==> src/rtl/arb_pkg.sv <==
// Shared types and constants for the 4-phase request arbiter.
// Latency: none (package only).
// Backpressure: none (package only).
package arb_pkg;

    // Arbitration policy selectors for the MODE parameter.
    localparam int MODE_FIXED = 0;
    localparam int MODE_RR    = 1;

    // Handshake state of the arbiter towards the next tier.
    typedef enum logic [1:0] {
        IDLE    = 2'd0,
        GRANT   = 2'd1,
        ACK     = 2'd2,
        RELEASE = 2'd3
    } arb_state_t;

    // Width of an index into n channels; never narrower than one bit.
    function automatic int addr_width(input int n);
        return (n > 1) ? $clog2(n) : 1;
    endfunction

endpackage

==> src/rtl/arb_sync.sv <==
// Multi-flop synchroniser for a bus of independent asynchronous levels.
// Latency: STAGES clk cycles from input change to q.
// Backpressure: none; every bit is resampled each cycle.
module arb_sync #(
    parameter int   WIDTH   = 1,
    parameter int   STAGES  = 2,
    parameter logic RST_VAL = 1'b0
) (
    input  logic             clk,
    input  logic             n_rst,
    input  logic [WIDTH-1:0] d,
    output logic [WIDTH-1:0] q
);

    logic [WIDTH-1:0] stage_q [STAGES];

    // Shift the asynchronous level through the flop chain; reset to the idle level.
    always_ff @(posedge clk or negedge n_rst) begin
        if (!n_rst) begin
            for (int i = 0; i < STAGES; i++) begin
                stage_q[i] <= {WIDTH{RST_VAL}};
            end
        end else begin
            stage_q[0] <= d;
            for (int i = 1; i < STAGES; i++) begin
                stage_q[i] <= stage_q[i-1];
            end
        end
    end

    assign q = stage_q[STAGES-1];

endmodule

==> src/rtl/arb_rr_n.sv <==
// N-channel 4-phase arbiter merging requests onto one upstream 4-phase link (cascadable).
// Latency: SYNC_STAGES+1 cycles from a request edge to ro when idle.
// Backpressure: one grant in flight; others wait in IDLE, stale upstream ack blocks grants.
module arb_rr_n
    import arb_pkg::*;
#(
    parameter int  N           = 12,
    parameter int  MODE        = MODE_RR,
    parameter int  SYNC_STAGES = 2,
    localparam int AW          = addr_width(N)
) (
    input  logic          clk,
    input  logic          n_rst,
    input  logic [N-1:0]  lni,
    output logic [N-1:0]  n_lno,
    output logic          ro,
    input  logic          n_ri,
    output logic [AW-1:0] addr_o
);

    logic [N-1:0]  lni_s;
    logic          n_ri_s;

    arb_state_t    state_q, state_d;
    logic [AW-1:0] ptr_q, ptr_d;
    logic [AW-1:0] addr_q, addr_d;
    logic          ro_q, ro_d;
    logic [N-1:0]  n_lno_q, n_lno_d;

    logic          win_vld;
    logic [AW-1:0] win_idx;
    logic [AW-1:0] cand_idx;
    int            cand;

    // Requests idle low, the upstream acknowledge idles high.
    arb_sync #(.WIDTH(N), .STAGES(SYNC_STAGES), .RST_VAL(1'b0)) u_sync_lni (
        .clk   (clk),
        .n_rst (n_rst),
        .d     (lni),
        .q     (lni_s)
    );

    arb_sync #(.WIDTH(1), .STAGES(SYNC_STAGES), .RST_VAL(1'b1)) u_sync_ri (
        .clk   (clk),
        .n_rst (n_rst),
        .d     (n_ri),
        .q     (n_ri_s)
    );

    // Winner search: scan upward from the rotate pointer (or from 0), wrapping at N.
    always_comb begin
        win_vld  = 1'b0;
        win_idx  = '0;
        cand     = 0;
        cand_idx = '0;
        for (int i = 0; i < N; i++) begin
            cand = (MODE == MODE_RR) ? int'(ptr_q) + i : i;
            if (cand >= N) begin
                cand = cand - N;
            end
            cand_idx = AW'(cand);
            if (!win_vld && lni_s[cand_idx]) begin
                win_vld = 1'b1;
                win_idx = cand_idx;
            end
        end
    end

    // Handshake sequencing; the winner is captured once and frozen until IDLE.
    always_comb begin
        state_d = state_q;
        ptr_d   = ptr_q;
        addr_d  = addr_q;
        case (state_q)
            IDLE: begin
                if (n_ri_s && win_vld) begin
                    state_d = GRANT;
                    addr_d  = win_idx;
                    if (MODE == MODE_RR) begin
                        ptr_d = (int'(win_idx) == N - 1) ? '0 : win_idx + AW'(1);
                    end
                end
            end
            GRANT: begin
                if (!n_ri_s) begin
                    state_d = ACK;
                end
            end
            ACK: begin
                if (!lni_s[addr_q]) begin
                    state_d = RELEASE;
                end
            end
            RELEASE: begin
                if (n_ri_s) begin
                    state_d = IDLE;
                end
            end
            default: state_d = IDLE;
        endcase
    end

    // Outputs are decoded from the next state so they change on the same edge as the FSM.
    always_comb begin
        ro_d    = (state_d == GRANT) || (state_d == ACK);
        n_lno_d = '1;
        if (state_d == ACK) begin
            n_lno_d[addr_d] = 1'b0;
        end
    end

    // State and registered outputs; reset clears everything without waiting for clk.
    always_ff @(posedge clk or negedge n_rst) begin
        if (!n_rst) begin
            state_q <= IDLE;
            ptr_q   <= '0;
            addr_q  <= '0;
            ro_q    <= 1'b0;
            n_lno_q <= '1;
        end else begin
            state_q <= state_d;
            ptr_q   <= ptr_d;
            addr_q  <= addr_d;
            ro_q    <= ro_d;
            n_lno_q <= n_lno_d;
        end
    end

    assign ro     = ro_q;
    assign n_lno  = n_lno_q;
    assign addr_o = addr_q;

endmodule

==> config.mk <==
export PLATFORM = sky130hd
export DESIGN_NAME = arb_rr_n
export DESIGN_NICKNAME = d
export VERILOG_FILES = /design/src/rtl/arb_pkg.sv /design/src/rtl/arb_sync.sv /design/src/rtl/arb_rr_n.sv
export SDC_FILE = /design/constraint.sdc
export NUM_CORES = 1
export LEC_CHECK = 0
export BUFFER_PORTS_ARGS = -buffer_cell sky130_fd_sc_hd__buf_2
export CAP_MARGIN = 20
export CORE_ASPECT_RATIO = 0.8
export CORE_MARGIN = 4
export CORE_UTILIZATION = 55
export DETAILED_ROUTE_END_ITERATION = 16
export PLACE_DENSITY = 0.74
export SLEW_MARGIN = 20
export SYNTH_ARGS = -nofsm -noshare
export SYNTH_HDL_FRONTEND = slang
export SYNTH_SLANG_ARGS = --single-unit
==> constraint.sdc <==
create_clock -name clk -period 12.6 [get_ports clk]
set_input_delay 1.26 -clock clk [delete_from_list [all_inputs] [get_ports clk]]
set_output_delay 1.26 -clock clk [all_outputs]
set_load 0.03 [all_outputs]
==> results by group <==
Placement
  – DP Wirelength: approximately 9 mm
  – Placed Cells: 561
  – Placed cell areas: 0.00452 sq mm
  – PortBufs: 31
  – Placer congestion estimate: slightly below 1

Clock tree
  – CTS Buf Count: 5
  – CTS clock-pin slew for the worst setup and hold paths: 0.09 ns
  – Clk Latency, worst-skew pair: 0.30 ns
  – Root Driver: clkbuf_8
  – CTS tree: built
  – Longest Clk Path Bufs: 2
  – # Post-CTS Setup Buffers: 0
  – Hold-fix buffers at CTS: 0
  – Clk sinks: 49
  – H-tree levels: 2
  – Post-CTS resize count: 0

Routing
  – DR DRC count: 0
  – 1st-pass router iterations: 5
  – Final ANT Viol Nets: 0
  – WL final: around 12 mm
  – Drt wl/cell: between 20 and 25 um
  – Initial DRC count: 462
  – Vias: approximately 3,800
  – Number of vias per cell: 6.72

Floorplanning
  – Initial core utilization: 57.7%
  – Die Span Y: slightly below 90 um
  – Die Width: 107 um
  – Die area: between 0.009 and 0.01 sq mm
  – Num rows: 28
  – IO Pins: 32
  – Core box area: ~0.0075 sq mm

Worst setup path
  – CP Cell Sequence: inv_1 -> ha_1 -> a21boi_0 -> xnor2_1 -> inv_1 -> ha_1 -> a211oi_2 -> mux2i_1 -> a2111oi_2 -> or2_0 -> a311oi_1 -> o221ai_1 -> a31oi_1 -> o32ai_2 -> or4b_1
  – Startpoint Class: register
  – Slowest library cell on the worst path: dfrtp_1
  – Crit Path Class: register to register
  – Crit Path Max Fanout: 17
  – Critical path required time: about 13 ns
  – CP max stage delay: approximately 0.77 ns
  – Worst setup EP type: register
  – Worst EP arrival: 6.10 ns

Outcome
  – Status: finished clean

Synthesis
  – Yosys reg bits: 49
  – Cells after Synth: approximately 440
  – Post-synth EDFFs: 0
  – Syn Std Cell Area: about 0.0043 sq mm
  – Register area share after synthesis: 28.6%
  – Syn nets: 482
  – Ys Warns: 0
  – Synth async-reset ratio: 100%
  – Average cell area after synthesis: 9.83 sq um
  – Synth Flop Type: dfrtp_1
  – Library cells used by synthesis: 90

GRT
  – Total grt overflow: 0
  – Initial antenna violation count: 0
  – First-pass GRT wire length: 18.5 mm
  – Overall Global Routing Usage: between 20 and 30%
  – Vias in the first global route: 3,536
  – Largest net degree at the start of global routing: 50

Final layout
  – Final instance area: around 0.0046 sq mm
  – Layout cell share with drive strength beyond 1: between 20% and 30%
  – Storage element area: ~0.0012 sq mm
  – Post-route non-filler standard cell count: 569
  – N_diodes: 0
  – Multi-input logic area: approximately 0.0029 sq mm
  – Final net count: 503
  – FILL cells: 632
  – Layout Area Growth over Synthesis: 6.31%

Timing
  – Final Hold Vio Count: 0
  – Worst Skew: 0.00600 ns
  – # setup viols final: 0
  – RSZ-0062 raised after global routing: no
  – Max-slew headroom: between 40% and 50%
  – Minimum clock period: ~6 ns
  – Max Slew Vio Count: 0
  – Final Cycle Share: a little under half
  – TNS Setup: 0 ns
  – Slew @ Worst Pin: around 0.84 ns
  – Fmax: roughly 170 MHz

Job
  – Max cap viols: 0

Min path
  – HP Class: register to register
layer usage:
| metal | GRT usage (%) | part of all wire, % | vias to the layer above |
|---|---|---|---|
| met1 | 38.7 | 47 | 1871 |
| met4 | 5.39 | 1.7 | 0 |
| li1 | - | - | 1757 |
| met5 | 0 | 0 | - |
| met3 | 4.23 | 8.3 | 21 |
| met2 | 37.2 | 43 | 172 |
critical path: cells and delay by family (launching register included):
family / cells / cell delay [ns]
AOI/OAI and AO/OA: 7 / 2.61
and+or+nand+nor: 2 / 0.85
DFF: 1 / 0.77
adders and majority gates: 2 / 0.59
buffers and inverters: 2 / 0.51
xor gates and xnor gates: 1 / 0.32
muxes: 1 / 0.15
cells in the final DEF, fill, tap and decap left out, drive strengths merged, types with 8 or more instances in the layout:
cell / Yosys / layout
nor3: 18 / 18
inv: 25 / 26
o21ai: 22 / 22
nand3: 13 / 13
mux2i: 12 / 12
dfstp: 14 / 14
dfrtp: 35 / 35
a21oi: 26 / 26
ha: 25 / 25
xnor2: 9 / 9
o21a: 10 / 10
nor2: 31 / 31
mux4: 16 / 16
nor4: 8 / 8
nand2: 19 / 19
buf: 17 / 33
o211ai: 9 / 9
per-stage QoR:
step | setup WS [ns] | utilization (%) | hold slack (ns)
after floorplan | 7.74 | - | 0.331
after global placement | 6.94 | 60.0 | 0.333
after detailed placement | 6.84 | 60.0 | 0.335
after CTS | 6.80 | 61.2 | 0.356
after global routing | 6.26 | 61.3 | 0.362
final | 6.72 | 61.3 | 0.353
cell families after synthesis:
logic type / after synthesis / synth area share (%)
XOR/XNOR: 12 / 2.59
AO/OA/AOI/OAI: 136 / 24.2
adder cells (fa/ha/maj): 25 / 7.20
buffers and inverters: 44 / 5.15
flip-flops: 49 / 28.6
AND/OR/NAND/NOR: 145 / 19.8
multiplexers: 31 / 12.5
path summary, 6_finish.rpt:
check / from / endpoint / slack, ns / depth (start not counted)
worst max-delay path: ptr_q[2]$_DFFE_PN0P_ / n_lno[5]$_DFF_PN1_ / 6.72 / 15
worst min-delay path: u_sync_lni.stage_q[19]$_DFF_PN0_ / u_sync_lni.q[7]$_DFF_PN0_ / 0.35 / 0
worst max register to register: ptr_q[2]$_DFFE_PN0P_ / n_lno[5]$_DFF_PN1_ / 6.72 / 15
worst min register to register: u_sync_lni.stage_q[19]$_DFF_PN0_ / u_sync_lni.q[7]$_DFF_PN0_ / 0.35 / 0
max in group asynchronous: n_rst / n_lno[11]$_DFF_PN1_ / 11.26 / 1
min in group asynchronous: n_rst / ro$_DFF_PN0_ / 0.95 / 1
synthesized netlist by cell type (5+ instances only):
cell type,n,area (sq um)
dfrtp_1,35,876
nor2_1,31,116
ha_1,25,313
a21oi_1,24,120
inv_1,21,78.8
o21ai_0,21,105
nand2_1,19,71.3
nor3_1,16,80.1
dfstp_2,14,368
mux4_2,13,293
nand3_1,12,60.1
buf_2,11,55.1
mux2i_1,10,100
o21a_1,9,67.6
xnor2_1,8,70.1
a31oi_1,7,43.8
o211ai_1,7,52.6
and3_1,6,37.5
nand2b_1,6,37.5
a211oi_1,5,37.5
nand4_1,5,31.3
nand4b_1,5,43.8
nor4_1,5,31.3
o221ai_1,5,43.8
or2_2,5,31.3
or3_1,5,31.3
or4b_1,5,50.1
final cells by class:
type	instances	area share, %
well taps	105	2.84
repair buffers	33	3.74
flip-flops and latches	49	26.9
multi-input cells	349	62.4
clock buffers	5	1.49
inverters	25	2.03
clock inverters	3	0.569
sequential cells by signal, indices dropped and copies added (netlist names):
signal              flops
u_sync_lni.stage_q     12
u_sync_lni.q           12
state_q                 2
u_sync_ri.stage_q       1
ro                      1
ptr_q                   4
addr_o                  4
n_lno                  12
u_sync_ri.q             1
Power is left out: the tool's default activity adds up to more than one toggle a clock period on the data nets, which glitch-free logic cannot reach.
